**config.mk**
```make
export PLATFORM = sky130hd
export DESIGN_NAME = sm_be_poll_sched
export DESIGN_NICKNAME = d
export VERILOG_FILES = /design/src/rtl/sm_be_poll_sched.sv
export SDC_FILE = /design/constraint.sdc
export NUM_CORES = 1
export LEC_CHECK = 0
export ABC_AREA = 1
export CORE_MARGIN = 2
export CORE_UTILIZATION = 50
export DETAILED_ROUTE_END_ITERATION = 7
export PLACE_DENSITY = 0.85
export SYNTH_ARGS = -nofsm -noshare
export SYNTH_HDL_FRONTEND = slang
export SYNTH_SLANG_ARGS = --single-unit
export TNS_END_PERCENT = 50
```
**constraint.sdc**
```tcl
create_clock -name clk -period 3.4 [get_ports clk]
set_input_delay 0.68 -clock clk [delete_from_list [all_inputs] [get_ports clk]]
set_output_delay 0.68 -clock clk [all_outputs]
set_load 0.01 [all_outputs]
```
**src/rtl/sm_be_poll_sched.sv**
```systemverilog
// Best-effort endpoint polling scheduler: walks the receive endpoints in turn,
// reads a size word and its payload flits over a request/ack register port,
// forwards accepted words to the packet checker and drains oversize packets.
module sm_be_poll_sched #(
    parameter int NUM_EP   = 2,
    parameter int MAX_LEN  = 8,
    parameter int POLL_GAP = 16,
    parameter int TIMEOUT  = 64,
    localparam int EP_WIDTH = (NUM_EP > 1) ? $clog2(NUM_EP) : 1
) (
    input  logic                clk,
    input  logic                rst,
    input  logic                en,
    output logic                rd_req,
    output logic [EP_WIDTH-1:0] rd_ep,
    input  logic                rd_ack,
    input  logic [31:0]         rd_data,
    output logic                chk_enable,
    output logic [31:0]         chk_data,
    output logic [EP_WIDTH-1:0] chk_ep,
    output logic                chk_flush,
    output logic                pkt_done,
    output logic                len_err,
    output logic                timeout_err,
    output logic                busy
);

    localparam int WAIT_W = (TIMEOUT > 0) ? $clog2(TIMEOUT + 1) : 1;
    localparam int GAP_W  = (POLL_GAP > 1) ? $clog2(POLL_GAP) : 1;

    // Wait limit fires on the cycle the counter would reach TIMEOUT;
    // POLL_GAP of 0 or 1 both give a single GAP cycle.
    localparam logic [WAIT_W-1:0]   WAIT_LAST = WAIT_W'(TIMEOUT - 1);
    localparam logic [GAP_W-1:0]    GAP_LAST  = (POLL_GAP > 1) ? GAP_W'(POLL_GAP - 1) : '0;
    localparam logic [EP_WIDTH-1:0] EP_LAST   = EP_WIDTH'(NUM_EP - 1);
    localparam logic [15:0]         MAX_SIZE  = 16'(MAX_LEN);

    typedef enum logic [1:0] {IDLE, SIZE, FLIT, GAP} state_t;

    state_t              state, state_d;
    logic [EP_WIDTH-1:0] ep, ep_d;
    logic [15:0]         remaining, remaining_d;
    logic                discard, discard_d;
    logic [WAIT_W-1:0]   wait_cnt, wait_d;
    logic [GAP_W-1:0]    gap_cnt, gap_d;
    logic                rd_req_d;
    logic                chk_enable_d, chk_flush_d, pkt_done_d, len_err_d, timeout_err_d;
    logic [31:0]         chk_data_d;
    logic [EP_WIDTH-1:0] chk_ep_d;
    logic                advance;
    logic [15:0]         size_word;
    logic                oversize;

    assign size_word = rd_data[15:0];
    assign oversize  = size_word > MAX_SIZE;
    assign rd_ep     = ep;
    assign busy      = (state != IDLE);

    // State and registered-output update with synchronous reset.
    always_ff @(posedge clk) begin
        if (rst) begin
            state       <= IDLE;
            ep          <= '0;
            remaining   <= '0;
            discard     <= 1'b0;
            wait_cnt    <= '0;
            gap_cnt     <= '0;
            rd_req      <= 1'b0;
            chk_enable  <= 1'b0;
            chk_data    <= '0;
            chk_ep      <= '0;
            chk_flush   <= 1'b0;
            pkt_done    <= 1'b0;
            len_err     <= 1'b0;
            timeout_err <= 1'b0;
        end else begin
            state       <= state_d;
            ep          <= ep_d;
            remaining   <= remaining_d;
            discard     <= discard_d;
            wait_cnt    <= wait_d;
            gap_cnt     <= gap_d;
            rd_req      <= rd_req_d;
            chk_enable  <= chk_enable_d;
            chk_data    <= chk_data_d;
            chk_ep      <= chk_ep_d;
            chk_flush   <= chk_flush_d;
            pkt_done    <= pkt_done_d;
            len_err     <= len_err_d;
            timeout_err <= timeout_err_d;
        end
    end

    // Next-state, read handshake, forwarding and endpoint advance.
    always_comb begin
        state_d       = state;
        ep_d          = ep;
        remaining_d   = remaining;
        discard_d     = discard;
        wait_d        = wait_cnt;
        gap_d         = gap_cnt;
        rd_req_d      = rd_req;
        chk_enable_d  = 1'b0;
        chk_data_d    = chk_data;
        chk_ep_d      = chk_ep;
        chk_flush_d   = 1'b0;
        pkt_done_d    = 1'b0;
        len_err_d     = 1'b0;
        timeout_err_d = 1'b0;
        advance       = 1'b0;

        case (state)
            IDLE: begin
                rd_req_d = 1'b0;
                if (en) state_d = SIZE;
            end
            SIZE, FLIT: begin
                if (!rd_req) begin
                    // One low cycle after every completed read, then request.
                    rd_req_d = 1'b1;
                    wait_d   = '0;
                end else if (rd_ack) begin
                    rd_req_d = 1'b0;
                    wait_d   = '0;
                    if (state == SIZE) begin
                        if (size_word == '0) begin
                            advance = 1'b1;
                        end else begin
                            remaining_d = size_word;
                            discard_d   = oversize;
                            state_d     = FLIT;
                            if (!oversize) begin
                                chk_enable_d = 1'b1;
                                chk_data_d   = rd_data;
                                chk_ep_d     = ep;
                            end
                        end
                    end else begin
                        remaining_d = remaining - 16'd1;
                        if (!discard) begin
                            chk_enable_d = 1'b1;
                            chk_data_d   = rd_data;
                            chk_ep_d     = ep;
                        end
                        if (remaining == 16'd1) begin
                            pkt_done_d = !discard;
                            len_err_d  = discard;
                            advance    = 1'b1;
                        end
                    end
                end else if (wait_cnt == WAIT_LAST) begin
                    rd_req_d      = 1'b0;
                    wait_d        = '0;
                    timeout_err_d = 1'b1;
                    chk_flush_d   = (state == FLIT) && !discard;
                    advance       = 1'b1;
                end else begin
                    wait_d = wait_cnt + WAIT_W'(1);
                end
            end
            GAP: begin
                if (gap_cnt == GAP_LAST) begin
                    gap_d   = '0;
                    state_d = en ? SIZE : IDLE;
                end else begin
                    gap_d = gap_cnt + GAP_W'(1);
                end
            end
            default: state_d = IDLE;
        endcase

        if (advance) begin
            remaining_d = '0;
            discard_d   = 1'b0;
            if (ep == EP_LAST) begin
                ep_d    = '0;
                gap_d   = '0;
                state_d = GAP;
            end else begin
                ep_d    = ep + EP_WIDTH'(1);
                state_d = en ? SIZE : IDLE;
            end
        end
    end

endmodule

```
* Yosys cells after proc, flatten, opt, wreduce, memory -nomap -nowiden
Cells that the tools add are included.
** Operators by class
- $add $sub $neg :: 4
- Order comparisons :: 1
- Equality and inequality tests :: 15
- Mux-type cells :: 43
- Bitwise operators :: 6
- Reduce and logical (&&, ||, !) cells :: 16
** Operator list (number)
- $mux W32 :: 4
- $mux W16 :: 2
- $mux W7 :: 3
- $mux W1 :: 20
- $ne A3 B3 Y1 const B :: 6
- $eq A16 B1 Y1 const B :: 1
- $gt A16 B4 Y1 const B :: 1
- $logic_not A16 Y1 :: 1
- $mux W2 :: 8
- $mux W4 :: 4
- $sub A16 B1 Y16 const B :: 1
- $reduce_and A6 Y1 :: 2
- $reduce_or A4 Y1 :: 2
- $add A7 B1 Y7 const B :: 1
- $eq A7 B6 Y1 const B :: 1
- $not A1 Y1 :: 6
- $pmux W2 S3 :: 1
- $reduce_or A6 Y1 :: 1
- $reduce_and A5 Y1 :: 1
- $reduce_or A5 Y1 :: 1
- $add A4 B1 Y4 const B :: 1
- $eq A2 B2 Y1 const B :: 2
- $eq A4 B4 Y1 const B :: 1
- $ne A2 B2 Y1 const B :: 2
- 10 further kinds :: 12
** Word-level totals
- Register bits :: 70
- Output and inout bits :: 41
- Logic and storage cells :: 99

* Longest topological paths before layout
- Depth in word-level cells :: 8
- Depth in mapped cells :: 14
- Depth with buffers taken out :: 13

* Worst setup path before layout
Ideal clock, no wire load.
- Kind :: input port to flip-flop
- From :: input rd_data[4]
- To :: register chk_data[4]
- Setup time :: 0.116 ns
- Arrival time :: 1.665 ns
- Setup slack :: 1.619 ns
- Cell stages on the path :: 11
- Buffers on the path :: 1
- Cells stage by stage :: nor2_1 > nand2_1 > nor2_2 > nand2_2 > nand2_2 > nor3_2 > nand2_2 > nand2_4 > buf_6 > o21ai_0 > nor2_1
** Between the ends
- Word-level cells in the longest chain between the ends :: 3
** RTL lines
- from (decl) :: RTL line 17 : input logic [31:0] rd_data,
- $gt A16 B4 Y1, or another cell as far along :: RTL line 55 : assign oversize = size_word > MAX_SIZE;
- $ne A2 B2 Y1 (no line) / $mux W32 (equally long branches)
- $reduce_and A6 Y1 (no line) / $mux W32 (equally long branches)
- to (signal assigned) :: RTL line 85 : chk_data <= chk_data_d;
- to (decl) :: RTL line 19 : output logic [31:0] chk_data,
Several ways; a longest one is shown, not always the timed one. The select of a mux whose other input is x is not followed.
A chain may end at the register's enable or synchronous reset.

* Final worst setup path
- From :: register state[1]
- To :: register remaining[10]
** Between the ends
- Word-level cells in the longest chain between the ends :: 6
** RTL lines
- from (decl) :: RTL line 40 : state_t state, state_d;
- from (signal assigned) :: RTL line 77 : state <= state_d;
- $eq A2 B1 Y1 :: RTL line 112, 125
- $mux W1 :: RTL line 125 : if (state == SIZE) begin
- $mux W1 :: RTL line 122 : end else if (rd_ack) begin
- $mux W1 :: RTL line 118 : if (!rd_req) begin
- $mux W1 :: RTL line 112 : case (state)
- $reduce_or A2 Y1 (no line)
- to (signal assigned) :: RTL line 79 : remaining <= remaining_d;
- to (decl) :: RTL line 42 : logic [15:0] remaining, remaining_d;
Several ways; a longest one is shown, not always the timed one.

==> impl_metrics.py <==
metrics = {
    "sta": {
        "post-route-period-util_pct": 72.5,
        "hold_viol_final": 0,
        "timing.fmax_ghz": 0.406,
        "layout_min_cycle_time_ps": 2460,
        "skew_ps": 3.50,
        "setup_viol": 0,
        "tightest_slew_ps": 505,
        "rsz0062_at_grt": "no",
        "fin_tns_setup_ps": 0,
        "slew_violations": 0,
        "max-slew-margin-rel_pct": 66.2,
    },
    "final_layout": {
        "finalNonFillerCells": 626,
        "fin_nets": 586,
        "fillers": 571,
        "multi_input_area_um2": 1760,
        "antenna_cells": 0,
        "drive_above_1_share_pct": 10.6,
        "ff_latch_area_um2": 1400,
        "syn_to_final_growth_pct": 28.4,
    },
    "floorplanning": {
        "coreArea_um2": 6760,
        "die_h_um": 87.5,
        "io_pins": 77,
        "dieWidth_um": 87.5,
        "initial_core_util_pct": 51.6,
        "fp.dieArea_um2": 7660,
        "num_rows": 30,
    },
    "routing": {
        "num_vias": 3360,
        "postRouteWirelength_mm": 8.90,
        "firstDrtPassIters": 4,
        "ant_nets": 0,
        "drc": 0,
        "routedWlPerCell_um": 14.2,
        "drtIter0Drc": 295,
        "avgViaCountPerCell": 5.37,
    },
    "pwr": {
        "p_leak_uw": 0.00186,
        "peakVddDrop_mv": 0.394,
        "powerDensity_nw_per_um2": 624,
    },
    "cts": {
        "ctsResizeCount": 0,
        "clk_latency_ps": 350,
        "cts_buffers": 9,
        "root_buffer": "clkbuf_8",
        "cts_hold_buf": 0,
        "cts_tree": "built",
        "clk_pin_slew_ps": 80,
        "clock_sinks": 70,
        "clockBufferDepth": 2,
        "post-cts-setup-buffers": 0,
        "h-tree-depth": 3,
    },
    "critical_path": {
        "worstPathRequired_ps": 3660,
        "slowest_delay_ps": 420,
        "crit_arrival_ps": 2720,
        "rrSetupSlack_ps": 940,
        "path_cells": "inv_1 > ha_1 > buf_4 > inv_2 > nand3_1 > nor2_1 > nand2_1 > nand3_2 > nand2_4 > nand2_2 > inv_1 > nand2_1 > inv_1",
        "crit_path_frequent_cell": "inv_1",
        "crit_type": "reg2reg",
        "cp_slowest_cell": "dfxtp_1",
        "endpoint_kind": "flop",
        "cp-start-kind": "flop",
        "cp_max_fo": 23,
    },
    "synth": {
        "syn_area_um2": 3490,
        "synthCells": 470,
        "synth.top_cell.area_share_pct": 40.2,
        "seq_area_frac_synth_pct": 40.2,
        "synth_edf_count": 0,
        "syn_avg_cell_area_um2": 7.42,
        "async_reset_ff_share_pct": 0,
        "synthDistinctLibCells": 44,
        "synth-main-ff-cell": "dfxtp_1",
        "synth_seq_cells": 70,
        "synth_most_common_cell": "nor2_1",
        "synth.area.top_cells": "dfxtp_1, nor2_1, o21ai_0",
        "synth.net_count": 515,
        "synth_warnings": 0,
        "ys_top_cells_by_count": "nor2_1, dfxtp_1, nand2_1",
        "yosys.area.top_type": "dfxtp_1",
    },
    "min_path": {
        "hold_path.class": "reg2reg",
    },
    "job": {
        "cap_violations": 0,
    },
    "grt": {
        "grt_overflow": 0,
        "grt_max_degree": 38,
        "grt_pass1_wl_mm": 14.8,
        "grt_usage_pct": 24.6,
        "antenna_found_initial": 0,
        "grt_pass1_vias": 3344,
    },
    "placed_design": {
        "dpl.hpwl_mm": 6.26,
        "numPortBuffers": 76,
        "dp_cells": 610,
        "globalplace.congestion": 0.924,
    },
    "status": {
        "status": "finished clean",
    },
}
## critical path, delay by kind of cell (launching register included)
kind,cells,cell delay (ps)
buf+inv,5,770
fa+ha+maj,1,190
flops,1,420
simple gates,7,960
## metrics by stage
stage | total power [µW] | util (%) | area, µm² | setup slack, ps | hold WS, ps
finish | 2790 | 66.3 | 4480 | 936 | 469
detailed placement | 1920 | 62.5 | 4220 | 747 | 444
global route | 2950 | 66.3 | 4480 | 789 | 498
global placement | 1910 | 62.5 | 4220 | 734 | 447
floorplan | 1650 | - | 3490 | 1620 | 408
CTS | 2780 | 66.3 | 4480 | 975 | 456
## final timing paths
| check | from | end | cells past startpoint |
|---|---|---|---|
| worst max register to register | state[1] | remaining[10] | 13 |
| worst min register to register | discard | pkt_done | 1 |
| worst max-delay path | state[1] | remaining[10] | 13 |
| worst min-delay path | discard | pkt_done | 1 |
## registers in the layout, summed over array words and instances (netlist names), 2 cells and up
register and count:
chk_data 32, gap_cnt 4, state 2, wait_cnt 7
remaining 16
## per-layer routing
metal  track usage, %  part of all wire (%)
met1             28.5                    42
met2             41.5                    49
met3             8.25                   6.9
met4             10.6                   2.2
met5                0                     0
## cell type report
cell class | count | area share, %
Inverter | 47 | 4.11
Sequential cell | 70 | 31.3
Multi-Input combinational cell | 335 | 39.3
Clock buffer | 11 | 3.38
Tap cell | 80 | 2.24
Clock inverter | 5 | 2.35
Timing Repair Buffer | 78 | 17.3
## cells in the final DEF (no fill, tap or decap), types with 2 or more instances in the layout
cell / instances
nand4_1: 6
a221oi_1: 2
buf_4: 2
a21oi_1: 25
nor2_2: 8
nand3_2: 5
ha_1: 9
xnor2_1: 2
a21oi_2: 4
clkinvlp_4: 2
nand2_1: 60
clkbuf_8: 11
nor3_1: 2
nand3_1: 14
o21ai_1: 2
inv_1: 44
nor4_1: 2
bufinv_16: 3
nor2_1: 97
clkdlybuf4s50_1: 76
a31oi_1: 3
o211ai_1: 3
o21ai_0: 57
nand2_2: 10
dfxtp_1: 70
nand2_4: 3
o22ai_1: 2
xor2_1: 6
## where the power goes
part / internal [µW] / total [µW] / switching [µW]
clock: 527 / 855 / 328
combinational: 387 / 964 / 577
sequential: 908 / 976 / 68.3
total: 1820 / 2790 / 973
## logic make-up after synthesis
| kind of cell | count (synthesis) | share of synthesized area, % |
|---|---|---|
| DFF | 70 | 40.2 |
| AOI/OAI and AO/OA | 102 | 16.4 |
| xor gates and xnor gates | 8 | 2.01 |
| buffers and inverters | 65 | 9.33 |
| and+or+nand+nor | 215 | 28.6 |
| muxes | 1 | 0.287 |
| adders and majority gates | 9 | 3.23 |
Note: power is estimated with default switching activity, not from simulation.
